File: config.mk
export PLATFORM = sky130hd
export DESIGN_NAME = pipelined_addsub
export DESIGN_NICKNAME = d
export VERILOG_FILES = /design/src/rtl/pipelined_addsub.sv
export SDC_FILE = /design/constraint.sdc
export NUM_CORES = 1
export LEC_CHECK = 0
export CORE_MARGIN = 2
export CORE_UTILIZATION = 25
export DETAILED_ROUTE_END_ITERATION = 10
export DONT_BUFFER_PORTS = 1
export SYNTH_ARGS = -nofsm -noshare
export SYNTH_HDL_FRONTEND = slang
export SYNTH_SLANG_ARGS = --single-unit
File: constraint.sdc
create_clock -name clk -period 15.3 [get_ports clk]
set_input_delay 1.53 -clock clk [delete_from_list [all_inputs] [get_ports clk]]
set_output_delay 1.53 -clock clk [all_outputs]
set_load 0.02 [all_outputs]
File: src/rtl/pipelined_addsub.sv
`default_nettype none
// ============================================================================
// Module   : pipelined_addsub
// Purpose  : WIDTH-bit adder/subtractor whose carry chain is cut into
//            CHUNK-bit slices, one slice resolved per pipeline stage.
//            Valid/ready handshake on both sides, one beat per cycle.
// Ports    : clk, rst          - clock, asynchronous active-high reset
//            in_valid_i        - operand beat valid
//            in_ready_o        - beat accepted this cycle (= advance enable)
//            a_i, b_i          - operands
//            cin_i             - carry-in, ignored when sub_i=1
//            sub_i             - 0: a+b+cin, 1: a-b
//            out_valid_o       - result beat valid
//            out_ready_i       - downstream accepts result
//            sum_o             - result modulo 2^WIDTH
//            cout_o            - carry out of MSB (sub: 1 = no borrow)
//            ovf_o             - signed two's-complement overflow
// Revision : 1.0 - initial release
// ============================================================================
// WIDTH must be a multiple of CHUNK and at least CHUNK.
module pipelined_addsub #(
  parameter int WIDTH = 32,
  parameter int CHUNK = 8
) (
  input  logic             clk,
  input  logic             rst,
  input  logic             in_valid_i,
  output logic             in_ready_o,
  input  logic [WIDTH-1:0] a_i,
  input  logic [WIDTH-1:0] b_i,
  input  logic             cin_i,
  input  logic             sub_i,
  output logic             out_valid_o,
  input  logic             out_ready_i,
  output logic [WIDTH-1:0] sum_o,
  output logic             cout_o,
  output logic             ovf_o
);

  localparam int STAGES = WIDTH / CHUNK;
  localparam int LAST   = STAGES - 1;
  localparam int MSB    = WIDTH - 1;

  // Per-stage pipeline registers. Each stage carries the full operand words
  // (upper slices still to be added) and the partially built result word
  // (lower slices already resolved), so one beat stays together end to end.
  logic [STAGES-1:0] vld_q;
  logic [STAGES-1:0] cy_q;
  logic [WIDTH-1:0]  opa_q [STAGES];
  logic [WIDTH-1:0]  opb_q [STAGES];
  logic [WIDTH-1:0]  res_q [STAGES];
  logic              ovf_q;

  // Stage inputs: index 0 is the input port side, index k the output of k-1.
  logic [STAGES-1:0] src_v;
  logic [STAGES-1:0] src_c;
  logic [WIDTH-1:0]  src_a [STAGES];
  logic [WIDTH-1:0]  src_b [STAGES];
  logic [WIDTH-1:0]  src_r [STAGES];
  logic [WIDTH-1:0]  res_d [STAGES];
  logic [CHUNK:0]    slice_d [STAGES];
  logic [STAGES-1:0] cy_d;
  logic              ovf_d;
  logic              adv;

  // The whole pipeline moves together; it only stops when a finished result
  // is waiting at the output and downstream refuses it.
  assign adv        = ~vld_q[LAST] | out_ready_i;
  assign in_ready_o = adv;

  always_comb begin
    src_v[0] = in_valid_i;
    src_a[0] = a_i;
    src_b[0] = sub_i ? ~b_i : b_i;
    src_c[0] = sub_i | cin_i;
    src_r[0] = '0;
    for (int k = 1; k < STAGES; k++) begin
      src_v[k] = vld_q[k-1];
      src_a[k] = opa_q[k-1];
      src_b[k] = opb_q[k-1];
      src_c[k] = cy_q[k-1];
      src_r[k] = res_q[k-1];
    end
    for (int k = 0; k < STAGES; k++) begin
      slice_d[k] = {1'b0, src_a[k][k*CHUNK +: CHUNK]}
                 + {1'b0, src_b[k][k*CHUNK +: CHUNK]}
                 + {{CHUNK{1'b0}}, src_c[k]};
      res_d[k]   = src_r[k];
      res_d[k][k*CHUNK +: CHUNK] = slice_d[k][CHUNK-1:0];
      cy_d[k]    = slice_d[k][CHUNK];
    end
    // Overflow is resolved alongside the top slice and registered with it,
    // so every output comes straight from a flop.
    ovf_d = (src_a[LAST][MSB] == src_b[LAST][MSB]) &
            (res_d[LAST][MSB] != src_a[LAST][MSB]);
  end

  // Bubbles load whatever their source holds; only vld_q is meaningful for
  // an invalid slot.
  always_ff @(posedge clk or posedge rst) begin
    if (rst) begin
      for (int k = 0; k < STAGES; k++) begin
        vld_q[k] <= 1'b0;
        cy_q[k]  <= 1'b0;
        opa_q[k] <= '0;
        opb_q[k] <= '0;
        res_q[k] <= '0;
      end
      ovf_q <= 1'b0;
    end else if (adv) begin
      for (int k = 0; k < STAGES; k++) begin
        vld_q[k] <= src_v[k];
        cy_q[k]  <= cy_d[k];
        opa_q[k] <= src_a[k];
        opb_q[k] <= src_b[k];
        res_q[k] <= res_d[k];
      end
      ovf_q <= ovf_d;
    end
  end

  assign out_valid_o = vld_q[LAST];
  assign sum_o       = res_q[LAST];
  assign cout_o      = cy_q[LAST];
  assign ovf_o       = ovf_q;

endmodule
`default_nettype wire

==> qor.yml, run 1 <==
logic_synthesis:
  ys_seq_elements: 185
  netlist_area_mm2: 0.00831
  syn-num-nets: 1017
  syn_avg_cell_area_um2: 9.12
  netlist.top_cell.by_area: "dfrtp_1"
  yosys_warnings: 0
  synth_area_leaders: "dfrtp_1 (56%), nand2_1 (19%), ha_1 (4.2%), o21ai_0 (3.0%), xnor2_1 (3.0%)"
  ys_types: 33
  synthCells: 911
  synth_top_area_share_pct: 55.7
  yosysSeqAreaShare_pct: 55.7
sta:
  setup_viol: 0
  worstMarginPinSlew_ps: 951
  clock-skew-final_ps: 14.7
  period_needed_ps: 4380
  hold_violations: 0
  fmax_ghz: 0.228
  tns_ps: 0
  fin_crit_sh_pct: 28.6
  setup_slack_ps: 10920
  rsz0062_at_grt: "no"
  slew_violations: 0
  slew-limit-headroom_pct: 36.6
critical_path:
  cp-start-kind: "input pin"
  critPathMaxFanout: 216
  endpoint: "in_ready_o"
  reg2reg_from: "vld_q[3]"
  rrSetupSlack_ps: 12250
  crit_type: "in2out"
  endpoint_kind: "output pin"
  r2r-end: "cy_q[3]"
  reg2reg_depth: 7
  critical_path_required_ps: 13770
  worst_ep_arrival_time_ps: 2850
  startpoint: "out_ready_i"
power_and_ir_drop:
  p_sw_uw: 762
  power_mw: 1.93
  p_leak_nw: 4.43
  ir_drop_v: 0.0000918
  seqPwrFrac_pct: 46.5
  switching_share_pct: 39.4
  clockPowerShare_pct: 21.4
  power.share.combinational_pct: 32.0
  p_per_area_mw_per_mm2: 209
  internal_power_mw: 1.17
global_routing:
  grt_pass1_vias: 5486
  grt_usage_pct: 10.5
  grt_first_pass_wirelength_um: 28400
  antenna_found_initial: 1
  overflow: 0
  grt_max_degree: 217
place:
  dp.cells: 1311
  dp_slack_ps: 10950
  port_buffers: 0
  place.detailed.hpwl_um: 11300
  place_congestion: 0.762
die:
  num_io_pins: 106
  fp.dieArea_mm2: 0.0347
  die_h_um: 186
  die_w_um: 186
  coreArea_mm2: 0.0326
  initial_core_util_pct: 25.5
  rows: 66
clocking:
  ctsResizeCount: 0
  clock-sinks: 185
  tritoncts: "done"
  cts_buffers: 17
  cts_root_buf: "clkbuf_16"
  cts_max_level: 4
  ctsHoldBuffers: 0
  clkTransAtPathRegs_ps: 60
  clk_latency_ps: 440
  cts_buffer_depth: 2
  cts_setup_buffers: 0
drt:
  firstDrtPassIters: 5
  via_per_inst: 4.16
  detail-route-antenna-nets: 0
  route.detailed.drc: 0
  vias: 5593
  wl_per_cell_um: 13.0
  finalWirelength_um: 17400
  first_iter_violations: 364
finish:
  syn2layout_area_growth_pct: 11.5
  layout_commonest_cell: "nand2_1"
  final_cells: 1343
  nets: 994
  layout-drive-gt1-share_pct: 4.67
  utilization_pct: 28.4
  final_cell_mix: "nand2_1 (426), dfrtp_1 (185), o21ai_0 (50)"
min_path:
  hold_start: "vld_q[2]"
  hold_class: "reg2reg"
outcome:
  outcome: "finished, final reports clean"
job:
  cap_violations: 0
[logic make-up after synthesis]
group           Yosys count  share of synthesized area (%)
xor+xnor                 45                           4.75
buf+inv                  57                           2.92
simple gates            473                           22.0
compound gates          115                           8.47
flops                   185                           55.7
fa+ha+maj                36                           6.15
[routing by layer]
layer	track usage, %	vias to the layer above	part of all wire, %
met5	0	-	0
met4	4.35	0	2.4
met3	3.43	25	5.6
met2	16.4	77	46
met1	13.5	2629	46
li1	-	2862	-
[registers in the layout, indices dropped and copies added (netlist names)]
name	cells
opa_q	48
vld_q	4
sum_o	32
opb_q	48
cy_q	4
res_d	48
ovf_o	1
[how the worst min path moves through the flow]
stage	depth (start not counted)	to	slack (ps)
4_1_cts	2	vld_q[2]	460
6_report	1	vld_q[3]	460
2_1_floorplan	2	vld_q[2]	430
3_3_place_gp	2	vld_q[2]	440
3_5_place_dp	2	vld_q[2]	450
5_1_grt	2	res_d[4]	480
[per-stage QoR]
stage | hold WS, ps | cell area [um2]
floorplan | 430 | 8310
global placement | 441 | 8720
detailed placement | 446 | 8720
CTS | 462 | 9260
global route | 483 | 9260
finish | 458 | 9260
[worst max-delay path: stages]
cell	delay, ps
nor2b_4	110
buf_12	610
inv_6	410
[layout make-up]
type                            count  area [um2]
Clock buffer                       18         429
Fill cell                        3500       23400
Antenna cell                        1        2.50
Multi-Input combinational cell    669        3440
Tap cell                          442         553
Clock inverter                     13         111
Sequential cell                   185        4630
Inverter                           12        57.6
Timing Repair Buffer                3        35.0
[power by group through the flow]
stage / clock (mW) / sequential (mW) / combinational [mW]
global placement: 0 / 0.911 / 0.613
floorplan: 0 / 0.864 / 0.520
global route: 0.451 / 0.932 / 0.730
CTS: 0.432 / 0.907 / 0.632
detailed placement: 0 / 0.916 / 0.626
finish: 0.414 / 0.900 / 0.619
[cells in the mapped netlist]
master      n
nand2_1   426
dfrtp_1   185
o21ai_0    50
ha_1       28
xnor2_1    28
buf_2      23
nor2_1     22
a21oi_1    18
xor2_1     17
clkbuf_1   14
inv_1      12
nor3_1     10
buf_1       8
fa_1        8
a211oi_1    7
o31ai_1     7
a21o_1      6
a31oi_1     6
o21a_1      6
nor2b_1     5
o31a_1      4
a211o_1     2
a21boi_0    2
nand2_2     2
nand3_1     2
nor3b_1     2
o21ai_1     2
o21bai_1    2
o31ai_2     2
or3_1       2
a211oi_2    1
nand2b_1    1
or2_2       1
(Power assumes the default switching activity.)
==> run 2, diff against run 1 <==
==> constraint.sdc (replaced) <==
create_clock -name clk -period 3.8 [get_ports clk]
set_input_delay 0.38 -clock clk [delete_from_list [all_inputs] [get_ports clk]]
set_output_delay 0.38 -clock clk [all_outputs]
set_load 0.02 [all_outputs]
==> run 2 against run 1 <==
Net effect: clock skew is 1.1 ps higher; sequential share of layout area is 0.69 points lower; hold slack worse by 410 ps; critical path depth is 4 higher; wire length is 1.5% higher; register-to-register slack worse by 11000 ps; critical path type is now reg2reg.
==> qor.yml, run 2 (synthesized netlist as in run 1, its figures left out) <==
sta:
  rsz0062_at_grt: "no"
  clock-skew-final_ps: 15.7  # +1.05 ps
  fmax_ghz: 0.409
  fin_crit_sh_pct: 64.3
  slew-limit-headroom_pct: 36.8  # +0.21 points
  tns_ps: 0  # unchanged
  hold_violations: 0  # unchanged
  setup_viol: 0  # unchanged
  slew_violations: 0  # unchanged
  period_needed_ps: 2440
  worstMarginPinSlew_ps: 948  # -3.12 ps
power_and_ir_drop:
  switching_share_pct: 38.8  # -0.66 points
  seqPwrFrac_pct: 45.2  # -1.3 points
  ir_drop_v: 0.000315  # +240%
  p_per_area_mw_per_mm2: 851  # +310%
  internal_power_mw: 4.89  # +320%
  p_sw_mw: 3.10  # +310%
  p_leak_nw: 4.49  # +1.5%
  power.share.combinational_pct: 31.5  # -0.5 points
  power_mw: 7.99  # +310%
  clockPowerShare_pct: 23.3  # +1.9 points
global_routing:
  grt_pass1_vias: 5557  # +1.3%
  overflow: 0  # unchanged
  grt_first_pass_wirelength_um: 29000  # +2.1%
  grt_usage_pct: 10.8  # +0.23 points
  antenna_found_initial: 0  # -1
  grt_max_degree: 216  # -0.46%
finish:
  layout_commonest_cell: "nand2_1"
  nets: 996  # +0.20%
  syn2layout_area_growth_pct: 13.0
  diodes: 0  # -1
  final_cell_mix: "nand2_1 (426), dfrtp_1 (185), o21ai_0 (50)"
  layout-drive-gt1-share_pct: 4.98  # +0.32 points
critical_path:
  cp-start-kind: "flip-flop"
  critical_path_required_ps: 4090  # -9680 ps
  reg2reg_depth: 7  # unchanged
  endpoint_kind: "flip-flop"
  critPathMaxFanout: 3  # -99%
  worst_ep_arrival_time_ps: 2730  # -120 ps
  crit_type: "reg2reg"
min_path:
  hold_class: "in2reg"
  whs_path_depth: 2  # +1
clocking:
  clock-sinks: 185  # unchanged
  cts_buffer_depth: 2  # unchanged
  clk_latency_ps: 440  # about the same
  tritoncts: "done"
  clkTransAtPathRegs_ps: 80  # +20 ps
  cts_buffers: 17  # unchanged
  cts_max_level: 4  # unchanged
  cts_root_buf: "clkbuf_16"
place:
  place.detailed.hpwl_um: 11500  # +2.0%
  place_congestion: 0.762  # about the same
  port_buffers: 0  # unchanged
drt:
  vias: 5639  # +0.82%
  via_per_inst: 4.19  # +0.67%
  firstDrtPassIters: 6  # +1
  finalWirelength_um: 17700  # +1.5%
  detail-route-antenna-nets: 0  # unchanged
  first_iter_violations: 316  # -13%
  wl_per_cell_um: 13.1  # +1.3%
  route.detailed.drc: 0  # unchanged
die:
  initial_core_util_pct: 25.5  # unchanged
  rows: 66  # unchanged
  num_io_pins: 106  # unchanged
  die_h_um: 186  # unchanged
  die_w_um: 186  # unchanged
  fp.dieArea_mm2: 0.0347  # unchanged
  coreArea_mm2: 0.0326  # unchanged
outcome:
  outcome: "finished, final reports clean"
job:
  cap_violations: 0  # unchanged
[run 2: cell count changes in the layout (fill, tap and decap cells not counted), sizes merged]
cell	before	now
clkinv	3	6
dlygate4sd3	0	1
buf	3	4
inv	18	16
diode	1	0
clkinvlp	4	2
bufinv	0	2
[run 2: path summary, 6_finish.rpt]
path                               to  startpoint  slack (ps)
setup / recovery              cy_q[1]     cy_q[0]        1360
hold / removal             opa_q[125]     a_i[29]          50
setup reg to reg              cy_q[1]     cy_q[0]        1360
hold reg to reg              vld_q[2]    vld_q[2]         460
max in group asynchronous   opb_q[85]         rst        2510
min in group asynchronous    sum_o[7]         rst         460
[run 2: critical path: stages, from the launching register on]
cell and delay [ps]:
dfrtp_1 410, fa_1 490, fa_1 420, a21oi_1 200
o21ai_0 200, o31a_1 300, o21ai_0 190, a31oi_1 100
[run 2: what timing repair did]
action                    CTS  global route
hold buffers                1             0
buffers inserted            0             0
gates resized for setup     0             0
hold endpoints to repair   20             0
[run 2: per-layer routing]
metal / global-route usage [%] / vias to the layer above / share of wire (%)
li1: - / 2866 / -
met1: 13.9 / 2662 / 45
met2: 17.0 / 85 / 47
met3: 3.33 / 26 / 5.4
met4: 4.09 / 0 / 2.0
met5: 0 / - / 0
[run 2: power groups by stage]
stage	clock [mW]	sequential, mW	combinational (mW)
4_1_cts	1.93	3.64	2.57
5_1_grt	2.02	3.74	2.97
2_1_floorplan	0	3.48	2.09
6_report	1.86	3.61	2.52
3_3_place_gp	0	3.65	2.48
3_5_place_dp	0	3.67	2.56
[run 2: cell type report]
type                       instances  area [um2]
clock inverter                    14         183
sequential                       185        4630
clock buffer                      18         439
fill                            3438       23200
tap                              442         553
multi-input combinational        669        3440
inverter                          12        53.8
timing repair buffer               5        90.1
[run 2: metrics by stage]
step	hold slack, ps	util (%)	std cells	worst slack (ps)	instance area [um2]
2_1_floorplan	430	-	911	1040	8310
3_3_place_gp	314	26.8	1312	1390	8760
3_5_place_dp	319	26.8	1312	1350	8760
4_1_cts	17.6	28.8	1345	1340	9390
5_1_grt	30.7	28.8	1345	1140	9390
6_report	45.1	28.8	1345	1360	9390
